===== config.mk =====
export PLATFORM = sky130hd
export DESIGN_NAME = acc_tile_scheduler
export DESIGN_NICKNAME = d
export VERILOG_FILES = /design/src/rtl/acc_sched_pkg.sv /design/src/rtl/dff.sv /design/src/rtl/tile_counter.sv /design/src/rtl/acc_tile_scheduler.sv
export SDC_FILE = /design/constraint.sdc
export NUM_CORES = 1
export LEC_CHECK = 0
export CAP_MARGIN = 20
export CORE_MARGIN = 5
export CORE_UTILIZATION = 30
export CTS_CLUSTER_SIZE = 25
export DETAILED_ROUTE_END_ITERATION = 10
export HOLD_SLACK_MARGIN = 0.05
export PLACE_DENSITY = 0.59
export SLEW_MARGIN = 10
export SYNTH_ARGS = -nofsm -noshare
export SYNTH_HDL_FRONTEND = slang
export SYNTH_SLANG_ARGS = --single-unit

===== constraint.sdc =====
create_clock -name clk -period 3.1 [get_ports clk]
set_clock_uncertainty 0.2 [all_clocks]
set_input_delay 0.62 -clock clk [delete_from_list [all_inputs] [get_ports clk]]
set_output_delay 0.62 -clock clk [all_outputs]
set_load 0.02 [all_outputs]

===== src/rtl/acc_sched_pkg.sv =====
// Shared types and default sizing for the accumulator-array tile scheduler.
package acc_sched_pkg;

  // Beats per tile; also the number of skew stages in the array.
  localparam int DEF_ARRAY_SIZE = 4;
  // Width of the beat index, clog2(DEF_ARRAY_SIZE).
  localparam int DEF_ADDR_WIDTH = 2;
  // Width of every tile-count field.
  localparam int DEF_TILE_BITS  = 8;

  typedef enum logic [2:0] {
    ST_IDLE,
    ST_RUN,
    ST_FLUSH,
    ST_DRAIN,
    ST_DONE
  } sched_state_e;

endpackage : acc_sched_pkg


===== src/rtl/dff.sv =====
// Plain register with synchronous active-high reset to zero.
module dff #(
  parameter int WIDTH = 1
) (
  input  logic             clk,
  input  logic             rst,
  input  logic [WIDTH-1:0] d,
  output logic [WIDTH-1:0] q
);

  // Capture d every cycle; reset wins.
  always_ff @(posedge clk) begin
    // NOTE: sequential state uses <= so every flop samples pre-edge values.
    if (rst) q <= '0;
    else     q <= d;
  end

endmodule : dff


===== src/rtl/tile_counter.sv =====
// Up-counter with synchronous clear (priority) and count enable; wraps.
module tile_counter
  import acc_sched_pkg::*;
#(
  parameter int WIDTH = DEF_TILE_BITS
) (
  input  logic             clk,
  input  logic             rst,
  input  logic             clr,
  input  logic             en,
  output logic [WIDTH-1:0] count
);

  logic [WIDTH-1:0] count_d;
  logic [WIDTH-1:0] count_q;

  // Next count: clear beats enable, enable adds one modulo 2^WIDTH.
  always_comb begin
    count_d = count_q;
    if (clr)     count_d = '0;
    else if (en) count_d = count_q + WIDTH'(1);
  end

  dff #(.WIDTH(WIDTH)) u_count (
    .clk (clk),
    .rst (rst),
    .d   (count_d),
    .q   (count_q)
  );

  assign count = count_q;

endmodule : tile_counter


===== src/rtl/acc_tile_scheduler.sv =====
// Job sequencer for the 4-lane skewed accumulator array: gates the upstream
// beat stream into the array, mirrors its beat counter, counts closed tiles
// reported by the array's delayed clear_out, and signals job completion.
module acc_tile_scheduler
  import acc_sched_pkg::*;
#(
  parameter int ARRAY_SIZE = DEF_ARRAY_SIZE,
  parameter int ADDR_WIDTH = DEF_ADDR_WIDTH,
  parameter int TILE_BITS  = DEF_TILE_BITS
) (
  input  logic                  clk,
  input  logic                  rst,
  input  logic                  start,
  input  logic [TILE_BITS-1:0]  num_tiles,
  input  logic                  abort,
  input  logic                  in_valid,
  output logic                  in_ready,
  output logic                  acc_valid,
  output logic                  acc_interrupt,
  input  logic [ADDR_WIDTH-1:0] selector_in,
  input  logic                  clear_in,
  output logic                  tile_done,
  output logic [TILE_BITS-1:0]  tiles_closed,
  output logic                  busy,
  output logic                  done,
  output logic                  underrun,
  output logic                  desync
);

  localparam logic [ADDR_WIDTH-1:0] LAST_BEAT = ADDR_WIDTH'(ARRAY_SIZE - 1);

  sched_state_e          state_d, state_q;
  logic [ADDR_WIDTH-1:0] beat_cnt_d, beat_cnt_q;
  logic [TILE_BITS-1:0]  job_tiles_d, job_tiles_q;
  logic                  underrun_d, underrun_q;
  logic                  desync_d, desync_q;

  logic [TILE_BITS-1:0]  tiles_issued_q;
  logic [TILE_BITS-1:0]  tiles_closed_q;
  logic [TILE_BITS-1:0]  tiles_closed_nxt;
  logic                  issued_en;
  logic                  cnt_clr;
  logic                  closed_en;
  logic                  closing;
  logic                  last_tile;

  // The array closes a tile in the slot where the beat index reaches the end.
  assign closing   = (beat_cnt_q == LAST_BEAT);
  assign last_tile = ((tiles_issued_q + TILE_BITS'(1)) == job_tiles_q);

  // Clear pulses count in every non-idle state, including DONE.
  assign closed_en        = clear_in && (state_q != ST_IDLE);
  assign tiles_closed_nxt = closed_en ? tiles_closed_q + TILE_BITS'(1) : tiles_closed_q;

  // Next-state, beat mirror and sticky-flag logic.
  always_comb begin
    // NOTE: every signal gets a default first so no branch can infer a latch.
    state_d     = state_q;
    beat_cnt_d  = beat_cnt_q;
    job_tiles_d = job_tiles_q;
    underrun_d  = underrun_q;
    desync_d    = desync_q;
    issued_en   = 1'b0;
    cnt_clr     = 1'b0;
    in_ready    = 1'b0;

    unique case (state_q)
      ST_IDLE: begin
        if (start) begin
          cnt_clr = 1'b1;
          if (num_tiles != '0) begin
            job_tiles_d = num_tiles;
            underrun_d  = 1'b0;
            desync_d    = 1'b0;
            beat_cnt_d  = '0;
            state_d     = ST_RUN;
          end else begin
            state_d = ST_DONE;
          end
        end
      end

      ST_RUN: begin
        // Abort blocks the beat in its own cycle.
        in_ready = !abort;
        if (selector_in != beat_cnt_q) desync_d = 1'b1;
        if (closing) begin
          // The array closes regardless of valid; an empty final slot is short.
          beat_cnt_d = '0;
          issued_en  = 1'b1;
          if (!(in_valid && in_ready)) underrun_d = 1'b1;
        end else if (in_valid && in_ready) begin
          beat_cnt_d = beat_cnt_q + ADDR_WIDTH'(1);
        end
        if (abort)                     state_d = ST_FLUSH;
        else if (closing && last_tile) state_d = ST_DRAIN;
      end

      ST_FLUSH: begin
        // The interrupt closes a partial tile only if one is open.
        if (beat_cnt_q != '0) issued_en = 1'b1;
        beat_cnt_d = '0;
        state_d    = ST_DRAIN;
      end

      ST_DRAIN: begin
        if (tiles_closed_nxt == tiles_issued_q) state_d = ST_DONE;
      end

      ST_DONE: begin
        state_d = ST_IDLE;
      end

      default: begin
        state_d = ST_IDLE;
      end
    endcase
  end

  // FSM state register.
  always_ff @(posedge clk) begin
    if (rst) state_q <= ST_IDLE;
    else     state_q <= state_d;
  end

  dff #(.WIDTH(ADDR_WIDTH)) u_beat_cnt (
    .clk (clk), .rst (rst), .d (beat_cnt_d), .q (beat_cnt_q)
  );

  dff #(.WIDTH(TILE_BITS)) u_job_tiles (
    .clk (clk), .rst (rst), .d (job_tiles_d), .q (job_tiles_q)
  );

  dff #(.WIDTH(1)) u_underrun (
    .clk (clk), .rst (rst), .d (underrun_d), .q (underrun_q)
  );

  dff #(.WIDTH(1)) u_desync (
    .clk (clk), .rst (rst), .d (desync_d), .q (desync_q)
  );

  tile_counter #(.WIDTH(TILE_BITS)) u_tiles_issued (
    .clk   (clk),
    .rst   (rst),
    .clr   (cnt_clr),
    .en    (issued_en),
    .count (tiles_issued_q)
  );

  tile_counter #(.WIDTH(TILE_BITS)) u_tiles_closed (
    .clk   (clk),
    .rst   (rst),
    .clr   (cnt_clr),
    .en    (closed_en),
    .count (tiles_closed_q)
  );

  assign acc_valid     = in_valid && in_ready;
  assign acc_interrupt = (state_q == ST_FLUSH);
  assign tile_done     = closed_en;
  assign tiles_closed  = tiles_closed_q;
  assign busy          = (state_q != ST_IDLE);
  assign done          = (state_q == ST_DONE);
  assign underrun      = underrun_q;
  assign desync        = desync_q;

endmodule : acc_tile_scheduler


# After elaboration in Yosys (flattened, before gate mapping)
# Cells that the tools add are included.
[word_totals]
ff_bits = 31
latch_bits = 0
ram_bits = 0
romBits = 0
inputBits = 16
output_inout_bits = 16
word_cells = 68
memories = 0
[op_classes]
n_addsub = 3
multipliers = 0
div = 0
order_cmp = 0
eq_ne = 16
shift = 0
mux = 25
n_bitwise = 0
reduce_logical = 17
[op_table]
columns = ["operator", "count"]
rows = [
  ["adder 8 x 1 -> 8 bit (second input constant)", 2],
  ["== test 8 bit", 2],
  ["two-way mux 3 bit", 5],
  ["!= test 2 bit (second input constant)", 6],
  ["case mux 3 bit (4 select lines)", 1],
  ["two-way mux 1 bit", 10],
  ["two-way mux 2 bit", 4],
  ["two-way mux 8 bit", 1],
  ["AND reduction 4 bit", 2],
  ["nonzero test 8 bit", 1],
  ["== test 3 x 2 -> 1 bit (second input constant)", 2],
  ["!= test 3 bit (second input constant)", 2],
  ["case mux 1 bit (2 select lines)", 3],
  ["case mux 2 bit (3 select lines)", 1],
  ["AND reduction 3 bit", 2],
  ["nonzero test 3 bit", 2],
  ["AND reduction 5 bit", 1],
  ["logical AND 1 bit", 4],
  ["nonzero test 2 bit", 2],
  ["== test 3 x 1 -> 1 bit (second input constant)", 1],
  ["== test 3 bit (second input constant)", 1],
  ["logical NOT 3 bit", 1],
  ["adder 2 x 1 -> 2 bit (second input constant)", 1],
  ["== test 2 bit (second input constant)", 1],
  ["3 further kinds", 3],
]

# Logic depth before layout (Yosys ltp)
[depth]
depth_word = 6
mapped_depth = 9
mapped_depth_nobuf = 8

# By module
# A second synthesis with hierarchy kept.
[hier_totals]
cells_unflattened = 252
area_unflattened_um2 = 2103.3
[modules_own_cells]
columns = ["mod", "n_inst", "cells_per_inst", "area_each_um2", "seq_area_each_um2"]
rows = [
  ["acc_tile_scheduler", 1, 138, 994.7, 60.1],
  ["dff at u_job_tiles ...", 3, 16, 210.2, 160.2],
  ["tile_counter", 2, 29, 178.9, 0.0],
  ["dff at u_desync ...", 2, 2, 33.8, 20.0],
  ["dff at u_beat_cnt", 1, 4, 52.6, 40.0],
]

# Worst setup path after synthesis
# No wires, ideal clock.
[synth_path]
path_type = "register -> register"
startpoint = "register u_tiles_issued.u_count.q[0]"
endpoint = "register state_q[1]"
t_arrival_ps = 1960
required_time_ps = 2800
setup_slack_ps = 841
path_stages_with_launch = 8
path_cell_list = "dfxtp_1 -> ha_1 -> nand3_1 -> or2_2 -> xnor2_1 -> a2111oi_0 -> a311oi_1 -> a2111oi_4"
[synth_via]
elab_chain_cells = 5
elab_cells_between_ends = 7
[synth_rtl]
columns = ["element", "line_no", "rtl"]
rows = [
  ["start: declaration", "dff.sv:8", "output logic [WIDTH-1:0] q"],
  ["start signal: assignment", "dff.sv:14", "if (rst) q <= '0;"],
  ["start signal: assignment", "dff.sv:15", "else q <= d;"],
  ["adder 8 x 1 -> 8 bit", "acc_tile_scheduler.sv:49", "assign last_tile = ((tiles_issued_q + TILE_BITS'(1)) == job_tiles_q);"],
  ["== test 8 bit", "acc_tile_scheduler.sv:49", ""],
  ["logical AND 1 bit", "acc_tile_scheduler.sv:96", "else if (closing && last_tile) state_d = ST_DRAIN;"],
  ["!= test 3 bit (no line)", "--", ""],
  ["AND reduction 3 bit (no line) (*)", "--", ""],
  ["end signal: assignment", "acc_tile_scheduler.sv:123", "else state_q <= state_d;"],
  ["end: declaration", "acc_tile_scheduler.sv:32", "sched_state_e state_d, state_q;"],
]
# Mark *: on every way between the ends. The rest lies on a longest branch, timed or not.
# A chain may end at the register's enable or synchronous reset.

# Final worst setup path
[layout_path]
startpoint = "input port abort"
endpoint = "output port acc_valid"
[layout_via]
elab_chain_cells = 3
[layout_rtl]
columns = ["element", "line_no", "rtl"]
rows = [
  ["start: declaration", "acc_tile_scheduler.sv:15", "input logic abort,"],
  ["logical NOT 1 bit", "acc_tile_scheduler.sv:85", "in_ready = !abort;"],
  ["two-way mux 1 bit", "acc_tile_scheduler.sv:67", "unique case (state_q)"],
  ["logical AND 1 bit", "acc_tile_scheduler.sv:158", "assign acc_valid = in_valid && in_ready;"],
  ["end: declaration", "acc_tile_scheduler.sv:18", "output logic acc_valid,"],
]
# No other way between the ends.

==> impl_metrics.yaml <==
grt:
  largest_net_degree_at_the_start_of_global_routing: 17
  grt_antenna_before_repair: 0
  global_route.usage.total_pct: 11.74
  wire_length_of_the_first_global_routing_pass_mm: 7.251
  first_global_vias: 1468
  gr-total-overflow: 0
critical_path:
  timing.critical_path.slowest_cell_delay_ns: 0.60
  critPathSlowestCell: "clkdlybuf4s50_1"
  path_cells: "clkdlybuf4s50_1 -> nor2_1 -> and2_1 -> clkdlybuf4s50_1"
  worst-path-buf-inv: 2
  crit_path_start_kind: "input port"
  worst-path-max-fanout: 3
  cp_capture_type: "output pin"
  critical_path.top_delay_family: "buffers and inverters"
  wp_data_required_ns: 2.28
  critical_path_type: "input port to output pin"
  timing.critical_path.arrival_ns: 2.10
  critical_path_most_common_cell: "clkdlybuf4s50_1"
sta:
  min_period_over_period_pct: 94.16
  totalNegativeSetupSlack_ns: 0
  setup_violations: 0
  rsz0062_at_grt: "no"
  tightest_slew_ns: 0.6527
  fmax_ghz: 0.3426
  final_max_slew_viol_count: 0
  max-slew-margin-rel_pct: 56.19
  finalCriticalPeriod_ns: 2.919
  finalHoldViolCount: 0
floorplanning:
  die_height_um: 89.41
  die_x_um: 89.41
  num_io_pins: 32
  std_cell_rows: 29
  core_area_um2: 6241
  start_util_pct: 30.31
  die_footprint_um2: 7994
power:
  switch_pwr_uw: 544.9
  power_frac_clock_pct: 24.3
  netSwitchingFraction_pct: 36.95
  power_leakage_nw: 0.8520
  vdd.ir_drop.worst_v: 0.0004529
  p_seq_share_pct: 36.0
  power.combinational.fraction_pct: 39.7
  design_power_total_mw: 1.475
  power_density_nw_per_um2: 620.0
  power.internal_uw: 929.7
min_path:
  hold_path_class: "register to register"
final_layout:
  antenna_cells_inserted: 0
  design_area_um2: 2379
  number_of_inserted_filler_cells_in_the_final_layout: 673
  synthToLayoutAreaGrowth_pct: 25.73
  layout.cells.most_common_list: "nor2_1 (38), clkdlybuf4s50_1 (31), dfxtp_1 (31), xnor2_1 (18)"
  finalCoreUtilization_pct: 38.11
  multi_input_area_um2: 1180
  sequential_cell_area_um2: 620.6
  nNetsFinal: 271
  post_route_cells_drive_above_1_share_pct: 8.730
  layout_commonest_cell: "nor2_1"
yosys:
  syn_nets: 240
  seq_area_frac_synth_pct: 32.80
  synthCells: 220
  ys_seq_elements: 31
  synthesis.area_um2: 1892
  yosysWarnings: 0
  synth_area_per_cell_um2: 8.599
  synth_cell_types: 46
placement:
  dp_hpwl_mm: 3.251
  place_congestion: 0.8306
  placedInstanceArea_um2: 2275
  number_of_input_and_output_port_buffers_inserted: 31
clocking:
  cts_buffer_depth: 2
  clk_pin_slew_ns: 0.07
  cts_num_sinks: 31
  cts.htree.levels: 2
  post-cts-setup-buffers: 0
  tritoncts.num_buffers: 5
  tritoncts: "built"
  clk-insertion-delay-late_ns: 0.28
  ctsResizeCount: 0
  cts_hold_buffers: 0
  cts-root-buf: "clkbuf_8"
detailed_routing:
  drc: 0
  postRouteAntennaNets: 0
  post_drt_wl_per_cell_um: 12.69
  drt_wl_total_mm: 4.175
  detailroute.via_count: 1565
  drtIter0Drc: 116
  viasPerCell: 4.757
  tritonroute_pass_1_iters: 4
outcome:
  result_of_the_run: "finished clean"
run:
  maxCapViolCount: 0
worst paths after layout:
path	startpoint	endpoint	slack, ns	depth (start not counted)
max	abort	acc_valid	0.18	4
min	u_job_tiles.q[3]	u_job_tiles.q[3]	0.29	2
max reg2reg	u_tiles_issued.u_count.q[0]	state_q[1]	0.57	7
min reg2reg	u_job_tiles.q[3]	u_job_tiles.q[3]	0.29	2
cell usage after synthesis, drive strengths merged:
| master | number | share of area (%) |
|---|---|---|
| nor2 | 38 | 7.5 |
| dfxtp | 31 | 33 |
| xnor2 | 18 | 8.3 |
| mux2i | 12 | 6.3 |
| nand2 | 12 | 2.4 |
| inv | 10 | 2.0 |
| xor2 | 10 | 4.6 |
| a21oi | 8 | 2.1 |
| nor3 | 8 | 2.9 |
| clkbuf | 6 | 1.2 |
| nand3 | 6 | 1.6 |
| buf | 5 | 1.7 |
| ha | 4 | 2.6 |
| o21ai | 4 | 1.1 |
| a2111oi | 3 | 2.7 |
| and2 | 3 | 0.99 |
| and3 | 3 | 1.3 |
| nand2b | 3 | 0.99 |
| nand4 | 3 | 0.99 |
| o311ai | 3 | 1.4 |
| or2 | 3 | 0.99 |
| a211oi | 2 | 0.79 |
| a21o | 2 | 0.79 |
| nor2b | 2 | 0.66 |
| nor4 | 2 | 0.66 |
| o21bai | 2 | 0.79 |
| o31ai | 2 | 1.5 |
| o32ai | 2 | 0.93 |
| or3 | 2 | 0.66 |
| xnor3 | 2 | 2.4 |
| a21boi | 1 | 0.40 |
| a311oi | 1 | 0.46 |
| a41o | 1 | 0.53 |
| and3b | 1 | 0.46 |
| and4 | 1 | 0.46 |
| and4b | 1 | 0.53 |
| nand3b | 1 | 0.40 |
| nand4b | 1 | 0.46 |
| o41a | 1 | 0.60 |
sequential cells by signal, summed over array words and instances (netlist names):
name and count:
u_desync.q 1, u_underrun.q 1, u_tiles_closed.u_count.q 8, u_beat_cnt.q 2
state_q 3, u_job_tiles.q 8, u_tiles_issued.u_count.q 8
layout make-up:
type                    instances  area share (%)
clock inverters                 1          0.3156
inverters                      10           1.578
clock buffers                   7           4.051
well taps                      77           4.051
flip-flops and latches         31           26.09
multi-input cells             168           49.61
repair buffers                 35           14.31
tightest hold or removal path, delay by kind of cell (launching register included):
family / cells / cell delay, ns
AND/OR/NAND/NOR: 1 / 0.07
flip-flops: 1 / 0.32
AO/OA/AOI/OAI: 1 / 0.06
power groups by stage:
stage | Clock [mW] | Combinational [mW] | Sequential [mW]
4_1_cts | 0.367 | 0.588 | 0.532
6_report | 0.359 | 0.585 | 0.531
3_3_place_gp | 0 | 0.583 | 0.541
3_5_place_dp | 0 | 0.584 | 0.540
2_1_floorplan | 0 | 0.404 | 0.521
5_1_grt | 0.387 | 0.641 | 0.543
cells by family after synthesis:
logic type / count (synthesis) / synth area share [%]
flip-flops: 31 / 32.80
XOR/XNOR: 30 / 15.34
buffers and inverters: 21 / 4.828
AND/OR/NAND/NOR: 90 / 23.94
multiplexers: 12 / 6.349
AO/OA/AOI/OAI: 32 / 14.09
adder cells (fa/ha/maj): 4 / 2.646
metrics by stage:
step / setup slack, ns / instances / hold WS [ns]
floorplan: 0.8405 / 220 / 0.2619
global placement: 0.1739 / 321 / 0.2743
detailed placement: 0.1873 / 321 / 0.2795
CTS: 0.1726 / 329 / 0.2888
global route: 0.06298 / 329 / 0.3336
finish: 0.1812 / 329 / 0.2871
per-layer routing:
metal	track usage, %	wire length (µm)	vias up
li1	-	-	826
met1	16.97	2188	693
met2	16.34	1643	37
met3	2.949	252	9
met4	5.007	91	0
met5	0	0	-
(Power assumes the default switching activity.)
